### config.mk
export PLATFORM = sky130hd
export DESIGN_NAME = hci_core_per_timeout_bridge_flat
export DESIGN_NICKNAME = d
export VERILOG_FILES = /design/src/rtl/hci_core_per_timeout_bridge_if.sv /design/src/rtl/hci_core_per_timeout_bridge.sv /design/src/flat_wrapper.sv
export SDC_FILE = /design/constraint.sdc
export NUM_CORES = 1
export LEC_CHECK = 0
export ABC_AREA = 1
export CAP_MARGIN = 10
export CORE_AREA = 2 2 92 94
export DETAILED_ROUTE_END_ITERATION = 10
export DIE_AREA = 0 0 94 96
export PLACE_DENSITY = 0.66
export SYNTH_ARGS = -nofsm -noshare
export SYNTH_HDL_FRONTEND = slang
export SYNTH_SLANG_ARGS = --single-unit
### constraint.sdc
create_clock -name clk_i -period 0.83 [get_ports clk_i]
set_input_delay 0.2075 -clock clk_i [delete_from_list [all_inputs] [get_ports clk_i]]
set_output_delay 0.2075 -clock clk_i [all_outputs]
set_load 0.05 [all_outputs]
### src/rtl/hci_core_per_timeout_bridge_if.sv
// HCI core request/response bundle and its shared width defaults.
// Used by hci_core_per_timeout_bridge on both its upstream and downstream ports.
package hci_package;
  localparam int unsigned DEFAULT_AW = 32;
  localparam int unsigned DEFAULT_DW = 32;
  localparam int unsigned DEFAULT_UW = 1;
endpackage

interface hci_core_intf #(
  parameter int unsigned AW = hci_package::DEFAULT_AW,
  parameter int unsigned DW = hci_package::DEFAULT_DW,
  parameter int unsigned UW = hci_package::DEFAULT_UW
) ();
  logic          req;
  logic          gnt;
  logic [AW-1:0] add;
  logic          wen;
  logic [DW-1:0] data;
  logic [DW/8-1:0] be;
  logic          lrdy;
  logic [UW-1:0] user;
  logic          r_valid;
  logic [DW-1:0] r_data;
  logic          r_opc;
  logic [UW-1:0] r_user;

  modport master (
    output req, add, wen, data, be, lrdy, user,
    input  gnt, r_valid, r_data, r_opc, r_user
  );

  modport slave (
    input  req, add, wen, data, be, lrdy, user,
    output gnt, r_valid, r_data, r_opc, r_user
  );
endinterface

### src/rtl/hci_core_per_timeout_bridge.sv
// Single-outstanding peripheral bridge with optional response timeout.
// Timeout logic is built only with HCI_PER_BRIDGE_TIMEOUT_EN defined.
module hci_core_per_timeout_bridge
  import hci_package::*;
#(
  parameter int unsigned AW             = DEFAULT_AW,
  parameter int unsigned DW             = DEFAULT_DW,
  parameter int unsigned TIMEOUT_CYCLES = 256,
  parameter int unsigned CNT_W          = 8
) (
  input  logic             clk_i,
  input  logic             rst_ni,
  input  logic             clear_i,
  hci_core_intf.slave      slave,
  hci_core_intf.master     master,
  output logic             timeout_o,
  output logic [CNT_W-1:0] timeout_cnt_o
);

  if (TIMEOUT_CYCLES < 2) begin : g_bad_timeout
    $error("TIMEOUT_CYCLES must be at least 2");
  end

  assign master.add  = AW'(slave.add);
  assign master.wen  = slave.wen;
  assign master.data = DW'(slave.data);
  assign master.be   = slave.be;
  assign master.lrdy = slave.lrdy;
  assign master.user = slave.user;

`ifdef HCI_PER_BRIDGE_TIMEOUT_EN
  typedef enum logic [1:0] {
    IDLE, WAIT_RSP, ERR_RSP, DRAIN
  } state_e;

  localparam int unsigned WCW = $clog2(TIMEOUT_CYCLES);
  localparam logic [WCW-1:0] LAST = WCW'(TIMEOUT_CYCLES - 1);
  localparam logic [DW-1:0] ERR_DATA = DW'(32'hbadacce5);

  logic [WCW-1:0]   wcnt_q, wcnt_d;
  logic [CNT_W-1:0] tcnt_q, tcnt_d;
`else
  typedef enum logic {
    IDLE, WAIT_RSP
  } state_e;
`endif

  state_e state_q, state_d;

  always_comb begin
    state_d        = state_q;
    master.req     = 1'b0;
    slave.gnt      = 1'b0;
    slave.r_valid  = 1'b0;
    slave.r_data   = '0;
    slave.r_opc    = 1'b0;
    slave.r_user   = '0;
`ifdef HCI_PER_BRIDGE_TIMEOUT_EN
    wcnt_d         = wcnt_q;
    tcnt_d         = tcnt_q;
    timeout_o      = 1'b0;
`endif
    unique case (state_q)
      IDLE: begin
        master.req = slave.req;
        slave.gnt  = master.gnt;
        if (slave.req && master.gnt) begin
          state_d = WAIT_RSP;
`ifdef HCI_PER_BRIDGE_TIMEOUT_EN
          wcnt_d  = '0;
`endif
        end
      end
      WAIT_RSP: begin
        slave.r_valid = master.r_valid;
        slave.r_data  = master.r_data;
        slave.r_opc   = master.r_opc;
        slave.r_user  = master.r_user;
        if (master.r_valid) begin
          state_d = IDLE;
        end
`ifdef HCI_PER_BRIDGE_TIMEOUT_EN
        else begin
          // a real response on the last wait cycle wins over the timeout
          wcnt_d = wcnt_q + WCW'(1);
          if (wcnt_d == LAST) state_d = ERR_RSP;
        end
`endif
      end
`ifdef HCI_PER_BRIDGE_TIMEOUT_EN
      ERR_RSP: begin
        slave.r_valid = 1'b1;
        slave.r_data  = ERR_DATA;
        slave.r_opc   = 1'b1;
        timeout_o     = 1'b1;
        if (tcnt_q != '1) tcnt_d = tcnt_q + CNT_W'(1);
        state_d = master.r_valid ? IDLE : DRAIN;
      end
      DRAIN: begin
        if (master.r_valid) state_d = IDLE;
      end
`endif
      default: state_d = IDLE;
    endcase
    if (clear_i) begin
      state_d = IDLE;
`ifdef HCI_PER_BRIDGE_TIMEOUT_EN
      wcnt_d  = '0;
      tcnt_d  = '0;
`endif
    end
  end

  always_ff @(posedge clk_i or negedge rst_ni) begin
    if (!rst_ni) begin
      state_q <= IDLE;
`ifdef HCI_PER_BRIDGE_TIMEOUT_EN
      wcnt_q  <= '0;
      tcnt_q  <= '0;
`endif
    end else begin
      state_q <= state_d;
`ifdef HCI_PER_BRIDGE_TIMEOUT_EN
      wcnt_q  <= wcnt_d;
      tcnt_q  <= tcnt_d;
`endif
    end
  end

`ifdef HCI_PER_BRIDGE_TIMEOUT_EN
  assign timeout_cnt_o = tcnt_q;
`else
  assign timeout_o     = 1'b0;
  assign timeout_cnt_o = '0;
`endif

endmodule

### src/flat_wrapper.sv
// flat-port wrapper written by rule: the top's interface ports become plain ports
module hci_core_per_timeout_bridge_flat import hci_package::*;
#(
  parameter int unsigned AW             = DEFAULT_AW,
  parameter int unsigned DW             = DEFAULT_DW,
  parameter int unsigned TIMEOUT_CYCLES = 256,
  parameter int unsigned CNT_W          = 8
)
  (clk_i, rst_ni, clear_i, timeout_o, timeout_cnt_o, slave_req, slave_add, slave_wen, slave_data, slave_be, slave_lrdy, slave_user, slave_gnt, slave_r_valid, slave_r_data, slave_r_opc, slave_r_user, master_req, master_add, master_wen, master_data, master_be, master_lrdy, master_user, master_gnt, master_r_valid, master_r_data, master_r_opc, master_r_user);
  hci_core_intf #(.AW(AW), .DW(DW), .UW(4)) slave_i ();
  hci_core_intf #(.AW(AW), .DW(DW), .UW(4)) master_i ();
  input  logic clk_i;
  input  logic rst_ni;
  input  logic clear_i;
  output logic timeout_o;
  output logic [CNT_W-1:0] timeout_cnt_o;
  input wire logic [$bits(slave_i.req)-1:0] slave_req;
  input wire logic [$bits(slave_i.add)-1:0] slave_add;
  input wire logic [$bits(slave_i.wen)-1:0] slave_wen;
  input wire logic [$bits(slave_i.data)-1:0] slave_data;
  input wire logic [$bits(slave_i.be)-1:0] slave_be;
  input wire logic [$bits(slave_i.lrdy)-1:0] slave_lrdy;
  input wire logic [$bits(slave_i.user)-1:0] slave_user;
  output wire logic [$bits(slave_i.gnt)-1:0] slave_gnt;
  output wire logic [$bits(slave_i.r_valid)-1:0] slave_r_valid;
  output wire logic [$bits(slave_i.r_data)-1:0] slave_r_data;
  output wire logic [$bits(slave_i.r_opc)-1:0] slave_r_opc;
  output wire logic [$bits(slave_i.r_user)-1:0] slave_r_user;
  output wire logic [$bits(master_i.req)-1:0] master_req;
  output wire logic [$bits(master_i.add)-1:0] master_add;
  output wire logic [$bits(master_i.wen)-1:0] master_wen;
  output wire logic [$bits(master_i.data)-1:0] master_data;
  output wire logic [$bits(master_i.be)-1:0] master_be;
  output wire logic [$bits(master_i.lrdy)-1:0] master_lrdy;
  output wire logic [$bits(master_i.user)-1:0] master_user;
  input wire logic [$bits(master_i.gnt)-1:0] master_gnt;
  input wire logic [$bits(master_i.r_valid)-1:0] master_r_valid;
  input wire logic [$bits(master_i.r_data)-1:0] master_r_data;
  input wire logic [$bits(master_i.r_opc)-1:0] master_r_opc;
  input wire logic [$bits(master_i.r_user)-1:0] master_r_user;
  assign slave_i.req = slave_req;
  assign slave_i.add = slave_add;
  assign slave_i.wen = slave_wen;
  assign slave_i.data = slave_data;
  assign slave_i.be = slave_be;
  assign slave_i.lrdy = slave_lrdy;
  assign slave_i.user = slave_user;
  assign slave_gnt = slave_i.gnt;
  assign slave_r_valid = slave_i.r_valid;
  assign slave_r_data = slave_i.r_data;
  assign slave_r_opc = slave_i.r_opc;
  assign slave_r_user = slave_i.r_user;
  assign master_req = master_i.req;
  assign master_add = master_i.add;
  assign master_wen = master_i.wen;
  assign master_data = master_i.data;
  assign master_be = master_i.be;
  assign master_lrdy = master_i.lrdy;
  assign master_user = master_i.user;
  assign master_i.gnt = master_gnt;
  assign master_i.r_valid = master_r_valid;
  assign master_i.r_data = master_r_data;
  assign master_i.r_opc = master_r_opc;
  assign master_i.r_user = master_r_user;
  hci_core_per_timeout_bridge #(.AW(AW), .DW(DW), .TIMEOUT_CYCLES(TIMEOUT_CYCLES), .CNT_W(CNT_W)) u_core (.clk_i(clk_i), .rst_ni(rst_ni), .clear_i(clear_i), .slave(slave_i), .master(master_i), .timeout_o(timeout_o), .timeout_cnt_o(timeout_cnt_o));
endmodule
==> results.cfg, run 1 <==
[run_status]
status = finished with violations
violations = setup timing

[global_route]
grt_pass1_wl_mm = 4.40
grt_pass1_vias = 892
grt-ovfl-total = 0
antenna_found_initial = 0
use_met1 = 0.0543
top_usage_layer = met2
grt_max_degree = 22
grt_usage = 0.0586
met3_usage = 0.0298
grtUsageMet2 = 0.0970

[floorplan]
rows = 33
ios = 240
initial_core_util = 0.129
fp.dieW_um = 94
die_area_um2 = 9020
coreArea_um2 = 8050
dieHeight_um = 96

[placed_design]
gp_congestion = 0.598
io_buffers = 82
dpl-instance-area_um2 = 1920
dp_hpwl_mm = 2.72
place_ws_ps = -408

[critical_path]
critPathCaptureType = output port
crit_type = register to output port
reg2reg_depth = 5
r2r-start = u_core.state_q
crit_fanout = 18
r2r_end = u_core.state_q
critical_path_required_ps = 620
cp_data_arrival_time_ps = 940
reg2reg_slack_ps = -210
critPathLaunchType = register

[synth]
synthMuxAreaShare = 0
synth.top_cell.area_share = 0.598
synth-compound-area-share = 0.0156
synth_top_family_by_area = buffers and inverters
syn-instance-count = 174
synth_simple_gate_area_share = 0.154
ys_top_cells_by_area = buf_4 (60%), inv_1 (15%), nand2_1 (14%)
yosysWarnings = 0
synth-seq-cells = 1
ys_types = 10
syn-cell-area_um2 = 1040
syn_avg_cell_area_um2 = 5.99
ys_seq_area_frac = 0.0240
synth_xor_area_frac = 0
synth_top_cell_by_area = buf_4
synth_fa_ha_area_frac = 0

[power_and_ir_drop]
p_leak_nw = 0.966
p_seq_frac = 0.047
switching_share = 0.533
clkPwrFrac = 0
power.total_mw = 1.26
p_int_mw = 0.590
power.density_nw_per_um2 = 665
comb_power_share = 0.953
power_switching_mw = 0.674
peakVddDrop_mv = 0.188

[final_layout]
nets = 303
regMostFlops = u_core.state_q
ff_latch_area_um2 = 26.3
fin_util = 0.236
num_antenna_cells = 0
largest_reg_flops = 1
fin_area_um2 = 1900
drive_above_1_share = 0.560
multi_input_area_um2 = 293
reg.largest.list = u_core.state_q: 1 flops
n_fill_cell = 885
area_growth_pct = 82.4

[sta]
setup_viol = 41
rsz0062_at_grt = yes
hold_violations = 0
max_freq_mhz = 868
skew_ps = 0
final.min_clock_period_ps = 1150
finalCritPeriodShare = 1.39
tns_ps = -10800
setup_slack_ps = -322
final_max_slew_viol_count = 0

[routing]
drtIter0Drc = 3
antenna_left = 0
num_vias = 884
dr.pass1.iters = 2
via_per_inst = 3.06
wirelength_mm = 2.98
post_drt_wl_per_cell_um = 10.3
drc = 0

[clock_tree]
clk_latency_ps = 0
path_clk_slew_ps = 0
postCtsHoldBufs = 0

[flow_run]
cap_violations = 0

[worst_hold_path]
min_path_type = input port to asynchronous set/reset pin
worst max-delay path by stage:
stage                   start          endpoint  slack (ps)
6_report       u_core.state_q  slave_r_data[30]        -320
3_3_place_gp        slave_req        master_req        -390
4_1_cts        u_core.state_q  slave_r_data[30]        -320
5_1_grt        u_core.state_q  slave_r_data[30]        -350
2_1_floorplan  u_core.state_q  slave_r_data[22]        -300
3_5_place_dp       master_gnt         slave_gnt        -410
logic make-up after synthesis:
logic type             after synthesis
buffers and inverters              129
AOI/OAI and AO/OA                    1
and+or+nand+nor                     42
DFF                                  1
other                                1
stage by stage:
stage          instances  hold WS (ps)
6_report             289           370
5_1_grt              289           377
4_1_cts              289           373
3_5_place_dp         286           373
3_3_place_gp         286           356
2_1_floorplan        182         -88.1
cell usage in the layout, fill, tap and decap left out, drive strengths merged:
master	netlist	final
buf	88	48
dlygate4sd2	0	40
nand2	39	39
inv	41	30
clkinvlp	0	11
conb	1	9
nor2	3	3
clkdlybuf4s50	0	2
a21oi	1	1
dfrtp	1	1
per-layer routing:
| metal | vias to the layer above | routed length (um) |
|---|---|---|
| met4 | 0 | 270 |
| met1 | 361 | 877 |
| met3 | 36 | 535 |
| met5 | - | 0 |
| li1 | 404 | - |
| met2 | 83 | 1300 |
power by group through the flow:
stage / registers, mW / clock network [mW] / logic (mW)
2_1_floorplan: 0.0542 / 0 / 1.61
5_1_grt: 0.0602 / 0 / 1.26
4_1_cts: 0.0591 / 0 / 1.22
3_3_place_gp: 0.0586 / 0 / 1.23
6_report: 0.0595 / 0 / 1.21
3_5_place_dp: 0.0583 / 0 / 1.25
critical path: stages (launching register included):
cell and delay, ps:
dfrtp_2 420, buf_12 180, nand2_2 90, clkinvlp_4 90, buf_12 150
area by class of cell:
class                           count  share of cell area
Tap cell                          105              0.0691
Multi-Input combinational cell     52               0.154
Inverter                           41               0.103
Sequential cell                     1              0.0138
Timing Repair Buffer               90               0.660
synth_stat cells:
cell type	instances
buf_4	83
inv_1	41
nand2_1	39
buf_6	4
nor2_1	2
a21oi_4	1
buf_8	1
conb_1	1
dfrtp_1	1
nor2_2	1
timing repair:
item,4_1_cts,5_1_grt
gates resized for setup,70,1
pin swaps,0,0
buffers inserted,3,0
endpoints found under the setup margin,41,41
cloned,0,0
(Power assumes the default switching activity.)
==> run 2: changes to the inputs <==
Settings changed: CORE_AREA 2 2 92 94 to unset, CORE_MARGIN set to 8, CORE_UTILIZATION set to 16, DIE_AREA 0 0 94 96 to unset, PLACE_DENSITY 0.66 to 0.79.
==> results.cfg, run 2 (synthesized netlist as in run 1, its figures left out) <==
[routing]
antenna_left = 0
dr.max_layer_used = met4
post_drt_wl_per_cell_um = 13.9
dr.pass1.iters = 2
wl_met2_mm = 1.58
wirelength_mm = 3.61
met1Wirelength_mm = 1.28
num_vias = 866
drtIter0Drc = 11
drc = 0
dr_wl_met3_um = 524
via_per_inst = 3.34

[floorplan]
fp.dieW_um = 96.7
ios = 240
dieHeight_um = 96.7
rows = 29
coreArea_um2 = 6310
initial_core_util = 0.165
die_area_um2 = 9350

[run_status]
violations = setup timing
status = finished with violations

[final_layout]
drive_above_1_share = 0.560
regMostFlops = u_core.state_q
fin_area_um2 = 1840
area_growth_pct = 76.8
n_fill_cell = 681
num_antenna_cells = 0
layout_common_cells = buf_12 (41), dlygate4sd2_1 (39), inv_2 (29), nand2_1 (28), clkinvlp_4 (11)
final_common_cell = buf_12
reg.largest.list = u_core.state_q: 1 flops
nets = 301
final_cell_count_no_fill = 259
largest_reg_flops = 1

[critical_path]
critPathBufInv = 3
max_stage_delay_ps = 410
critPathCaptureType = output port
crit_type = register to output port
critical_path_required_ps = 620
crit_path_frequent_cell = buf_12
path_cells = buf_12 -> nand2_2 -> clkinvlp_4 -> buf_12
crit_family = buffers and inverters
cp_data_arrival_time_ps = 950
crit_fanout = 24
critPathSlowestCell = dfrtp_2
critPathLaunchType = register

[clock_tree]
path_clk_slew_ps = 0
clk_latency_ps = 0
post_cts_buffers = 0

[global_route]
grt_pass1_wl_mm = 5.62
grt_usage = 0.0709
grt_max_degree = 25
grt_pass1_vias = 977
antenna_found_initial = 0
grt-ovfl-total = 0

[placed_design]
place_ws_ps = -391
dp_hpwl_mm = 3.39
dp.cells = 259
gp_congestion = 0.741
io_buffers = 82
dpl-instance-area_um2 = 1890

[sta]
final_max_slew_viol_count = 0
hold_violations = 0
rsz0062_at_grt = yes
finalCritPeriodShare = 1.40
setup_slack_ps = -329
setup_viol = 41
skew_ps = 0
final.min_clock_period_ps = 1160
max_freq_mhz = 863

[power_and_ir_drop]
power.density_nw_per_um2 = 680
p_leak_nw = 0.959
power.total_mw = 1.25
peakVddDrop_mv = 0.310

[flow_run]
cap_violations = 0

[worst_hold_path]
min_path_type = input port to asynchronous set/reset pin
==> run 2: timing repair <==
action,4_1_cts,5_1_grt
hold buffers,0,0
endpoints found under the hold margin,0,0
gates resized for setup,68,1
pin swaps,15,1
endpoints found under the setup margin,41,41
==> run 2: worst paths after layout <==
check                          startpoint                to  slack (ps)  cells after the start
setup / recovery           u_core.state_q  slave_r_data[30]        -330                      4
hold / removal                     rst_ni    u_core.state_q         360                      1
setup reg to reg           u_core.state_q    u_core.state_q        -180                      5
hold reg to reg            u_core.state_q    u_core.state_q         690                      3
max in group asynchronous          rst_ni    u_core.state_q         360                      1
min in group clk_i           slave_add[8]     master_add[8]         420                      0
==> run 2: layout make-up <==
| cell class | count | area (um^2) | area share |
|---|---|---|---|
| well taps | 77 | 96.3 | 0.0523 |
| repair buffers | 88 | 1230 | 0.669 |
| inverters | 41 | 195 | 0.106 |
| multi-input cells | 52 | 293 | 0.159 |
| flip-flops and latches | 1 | 26.3 | 0.0143 |
==> run 2: where the power goes <==
part           internal, mW  switching (mW)
Clock                     0               0
Combinational         0.525           0.671
Sequential           0.0536         0.00442
Total                 0.579           0.675
==> run 2: metrics by stage <==
step / utilization / setup TNS, ps / hold WS (ps)
floorplan: - / -11650 / -88.1
global placement: 0.299 / -13810 / 363
detailed placement: 0.299 / -14100 / 361
CTS: 0.292 / -11080 / 363
global route: 0.292 / -12220 / 366
finish: 0.292 / -10790 / 361
==> run 2: metal layers <==
| layer | global-route usage | vias up |
|---|---|---|
| li1 | - | 400 |
| met4 | 0.0414 | 0 |
| met3 | 0.0384 | 38 |
| met5 | 0 | - |
| met1 | 0.0707 | 337 |
| met2 | 0.115 | 91 |
==> run 3: changes to the inputs <==
Settings changed: CTS_BUF_LIST set to sky130_fd_sc_hd__clkbuf_4 sky130_fd_sc_hd__clkbuf_8.
==> results of run 3 <==
Same layout as run 2: the final DEF is identical, and so are final timing and power.
==> RTL edit 1, RTL diff (flow settings as in run 3) <==
Change the package constant `DEFAULT_AW` from 32 to 64.
--- a/src/rtl/hci_core_per_timeout_bridge_if.sv
+++ b/src/rtl/hci_core_per_timeout_bridge_if.sv
@@ -1,7 +1,7 @@
 // HCI core request/response bundle and its shared width defaults.
 // Used by hci_core_per_timeout_bridge on both its upstream and downstream ports.
 package hci_package;
-  localparam int unsigned DEFAULT_AW = 32;
+  localparam int unsigned DEFAULT_AW = 64;
   localparam int unsigned DEFAULT_DW = 32;
   localparam int unsigned DEFAULT_UW = 1;
 endpackage
Interface: changed (resized master_add and slave_add); port bits go from 240 to 304. The function was not compared with the original's and may differ.
==> RTL edit 1 against run 3 <==
- the flow still finishes with violations (setup timing)
- design area up 0.95%
- setup slack better by 0.0084 ns
- global-route usage hardly changed
- total power is 0.12% higher
- wire length up 21%
- hold slack about the same
- sequential cell count unchanged
- area after synthesis rose by 23%
- register-to-register slack gained 0.09 ns
==> RTL edit 1: results (changes against run 3) <==
[metrics] run status: finished, violations left (unchanged)
[metrics] violated checks: setup timing (unchanged)
[metrics] RePlAce Congestion: 0.696 (was 0.741)
[metrics] Seq/Total Area, Yosys: 1.95% (was 2.40%)
[metrics] fraction of layout instances using a drive strength above 1: 56.1% (was 56.0%)
[metrics] global-route wire length before repair: 6.34 mm (was 5.62 mm)
[metrics] number of inserted filler cells in the final layout: 841 (was 681)
[metrics] met2 track demand over resource in global routing: 10.4% (was 11.5%)
[metrics] violation count after the first detailed-route iteration: 22 (was 11)
[metrics] detailed-route vias per instance: 3.17 (was 3.34)
[metrics] biggest area contributors in the synthesized netlist: sky130_fd_sc_hd__buf_4 67%, sky130_fd_sc_hd__inv_1 12%, sky130_fd_sc_hd__nand2_1 11% (was sky130_fd_sc_hd__buf_4 60%, sky130_fd_sc_hd__inv_1 15%, sky130_fd_sc_hd__nand2_1 14%)
[metrics] met3 track demand over resource in global routing: 4.63% (was 3.84%)
[metrics] number of failing setup endpoints in the final timing report: 41 (unchanged)
[metrics] global router's overall resource usage: 7.13% (was 7.09%)
[metrics] met2 routed WL: 1.95 mm (was 1.58 mm)
[metrics] average size of a mapped cell: 6.23 um^2 (was 5.99 um^2)
[metrics] number of search-and-repair iterations in the first detailed-routing pass: 4 (was 2)
[metrics] LEAKAGE: 0.945 nW (was 0.959 nW)
[metrics] peak fanout along the critical path: 20 (was 24)
[metrics] Final Non-Filler Cells: 282 (was 259)
[metrics] Switching Power: 0.685 mW (was 0.675 mW)
[metrics] met3 routed WL: 701 um (was 524 um)
[metrics] routed length on met1: 1.36 mm (was 1.28 mm)
[metrics] number of global-route vias before repair: 965 (was 977)
[metrics] IR Drop Worst-Case VDD: 0.152 mV (was 0.310 mV)
[metrics] worst setup slack before clock tree synthesis: -0.417 ns (was -0.391 ns)
[metrics] slack of the critical path: -0.320 ns (was -0.329 ns)
[metrics] DR WL/cell: 15.5 um (was 13.9 um)
-- RTL edit 1: path summary, 6_finish.rpt --
path	startpoint	endpoint	slack, ns	cells after the start
worst max-delay path	u_core.state_q	slave_r_data[30]	-0.32	4
worst min register to register	u_core.state_q	u_core.state_q	0.73	3
min in group clk_i	slave_add[4]	master_add[4]	0.42	0
worst max register to register	u_core.state_q	u_core.state_q	-0.09	4
worst min-delay path	rst_ni	u_core.state_q	0.36	1
max in group asynchronous	rst_ni	u_core.state_q	0.35	1
-- RTL edit 1: layout make-up --
type / count / area, um^2 / area share, %
inverters: 41 / 195 / 10.5
flip-flops and latches: 1 / 26.3 / 1.41
repair buffers: 86 / 1220 / 65.4
well taps: 102 / 128 / 6.86
multi-input cells: 52 / 295 / 15.9
-- RTL edit 1: cells by family (layout without fill, tap and decap cells) --
group | Yosys count | in the layout | synth area share [%]
other | 1 | 9 | 0.292
buffers and inverters | 161 | 127 | 84.0
AOI/OAI and AO/OA | 1 | 1 | 1.27
and+or+nand+nor | 42 | 42 | 12.5
DFF | 1 | 1 | 1.95
-- RTL edit 1: what timing repair did --
action | CTS | global route
pin swaps | 3 | 1
cloned | 0 | 0
setup endpoints to repair | 41 | 41
setup buffers | 0 | 0
gates resized for setup | 72 | 0
hold buffers | 0 | 0
-- RTL edit 1: per-stage QoR --
stage                     TNS, ns  utilization, %
after global routing       -12.00            24.0
after detailed placement   -14.23            24.5
after floorplan            -11.65               -
after CTS                  -10.73            24.0
final                      -10.45            24.0
after global placement     -13.94            24.5
-- RTL edit 1: worst max-delay path: stages (launching register included) --
cell                         delay (ns)
sky130_fd_sc_hd__dfrtp_2           0.41
sky130_fd_sc_hd__buf_12            0.18
sky130_fd_sc_hd__nand2_2           0.10
sky130_fd_sc_hd__clkinvlp_4        0.09
sky130_fd_sc_hd__buf_12            0.15
==> RTL edit 2, RTL diff (config.mk and constraints of run 3) <==
Made on the original files. Make the reset (`rst_ni`) synchronous in one clocked block.
--- a/src/rtl/hci_core_per_timeout_bridge.sv
+++ b/src/rtl/hci_core_per_timeout_bridge.sv
@@ -111,7 +111,7 @@
     end
   end
 
-  always_ff @(posedge clk_i or negedge rst_ni) begin
+  always_ff @(posedge clk_i) begin
     if (!rst_ni) begin
       state_q <= IDLE;
 `ifdef HCI_PER_BRIDGE_TIMEOUT_EN
Function: differs if rst_ni is asserted again (counterexample within 4 cycles, from zero or initial values and one cycle with rst_ni low); with rst_ni held inactive, the same outputs for 10 cycles.
==> RTL edit 2 against run 3 <==
- the run still ends with setup timing left
- design area is 13% higher
- register-to-register slack better by 0.13 ns
- die area grew 0.70%
- area after synthesis is 0.84% higher
- sequential cell count unchanged
- wire length up 0.83%
- synthesized cell count up 1.7%
- cell count rose by 1.2%
- highest routed layer unchanged
- critical path depth unchanged
- setup slack gained 0.072 ns
- total power decreased by 37%
==> RTL edit 2: results (changes against run 3) <==
[metrics] number of failing setup endpoints in the final timing report: 41 (unchanged)
[metrics] worst setup slack before clock tree synthesis: -0.446 ns (was -0.391 ns)
[metrics] post-route setup TNS: -9.35 ns (was -10.79 ns)
[metrics] number of placed cells counting well taps: 262 (was 259)
[metrics] via count: 881 (was 866)
[metrics] RePlAce Congestion: 0.742 (was 0.741)
[metrics] global router's overall resource usage: 7.00% (was 7.09%)
[metrics] global-route wire length before repair: 5.48 mm (was 5.62 mm)
[metrics] routed length on met1: 1.06 mm (was 1.28 mm)
[metrics] violation count after the first detailed-route iteration: 9 (was 11)
[metrics] met2 track demand over resource in global routing: 11.8% (was 11.5%)
[metrics] area share of the largest cell type after synthesis: 59.3% (was 59.8%)
[metrics] fraction of layout instances using a drive strength above 1: 70.3% (was 56.0%)
[metrics] leading register cell type out of synthesis: sky130_fd_sc_hd__dfxtp_1 (was sky130_fd_sc_hd__dfrtp_1)
[metrics] number of inserted filler cells in the final layout: 653 (was 681)
[metrics] slack of the critical path: -0.257 ns (was -0.329 ns)
[metrics] Switching Power: 0.430 mW (was 0.675 mW)
[metrics] half-perimeter wire length of the detailed placement result: 3.35 mm (was 3.39 mm)
[metrics] post-layout net count: 304 (was 301)
[metrics] cell types with the highest counts after synthesis: 83 x sky130_fd_sc_hd__buf_4, 42 x sky130_fd_sc_hd__inv_1, 40 x sky130_fd_sc_hd__nand2_1, 4 x sky130_fd_sc_hd__buf_8, 2 x sky130_fd_sc_hd__nor2_1 (was 83 x sky130_fd_sc_hd__buf_4, 41 x sky130_fd_sc_hd__inv_1, 39 x sky130_fd_sc_hd__nand2_1, 4 x sky130_fd_sc_hd__buf_6, 2 x sky130_fd_sc_hd__nor2_1)
[metrics] violated checks: setup timing (unchanged)
[metrics] Seq/Total Area, Yosys: 1.90% (was 2.40%)
[metrics] beginning of the critical path: u_core.state_q (unchanged)
[metrics] Detailed Route WL: 3.64 mm (was 3.61 mm)
[metrics] run status: finished, violations left (unchanged)
RTL edit 2: cell families (layout without fill, tap and decap cells):
kind of cell | Yosys count | count (layout) | synth area share (%)
compound gates | 1 | 1 | 0.833
buf+inv | 131 | 131 | 81.4
flops | 1 | 1 | 1.90
simple gates | 43 | 43 | 15.5
other cells | 1 | 9 | 0.357
RTL edit 2: worst paths after layout:
kind / endpoint / cells after the start / slack [ns]
worst min-delay path: master_data[1] / 0 / 0.42
worst min register to register: u_core.state_q / 3 / 0.73
worst max-delay path: slave_r_data[14] / 4 / -0.26
worst max register to register: u_core.state_q / 3 / -0.05
RTL edit 2: worst max-delay path, stage by stage (launching register included):
cell,delay (ns)
sky130_fd_sc_hd__dfxtp_4,0.36
sky130_fd_sc_hd__buf_12,0.17
sky130_fd_sc_hd__nand2_2,0.09
sky130_fd_sc_hd__clkinvlp_4,0.10
sky130_fd_sc_hd__buf_12,0.15
RTL edit 2: repair_timing:
action                                  4_1_cts  5_1_grt
hold buffers                                  0        0
pin swaps                                    23        1
gates resized for setup                      43        1
endpoints found under the setup margin       41       41
hold endpoints to repair                      0        0
RTL edit 2: power by group through the flow:
stage          clock, mW  sequential (mW)  combinational (mW)
2_1_floorplan          0           0.0512                1.37
3_3_place_gp           0           0.0536               0.806
3_5_place_dp           0           0.0534               0.814
4_1_cts                0           0.0535               0.748
5_1_grt                0           0.0538               0.776
6_report               0           0.0532               0.743
RTL edit 2: layout make-up:
class                   count  area share [%]
repair buffers             88            59.8
multi-input cells          53            19.8
inverters                  43            14.7
well taps                  77            4.64
flip-flops and latches      1            1.15
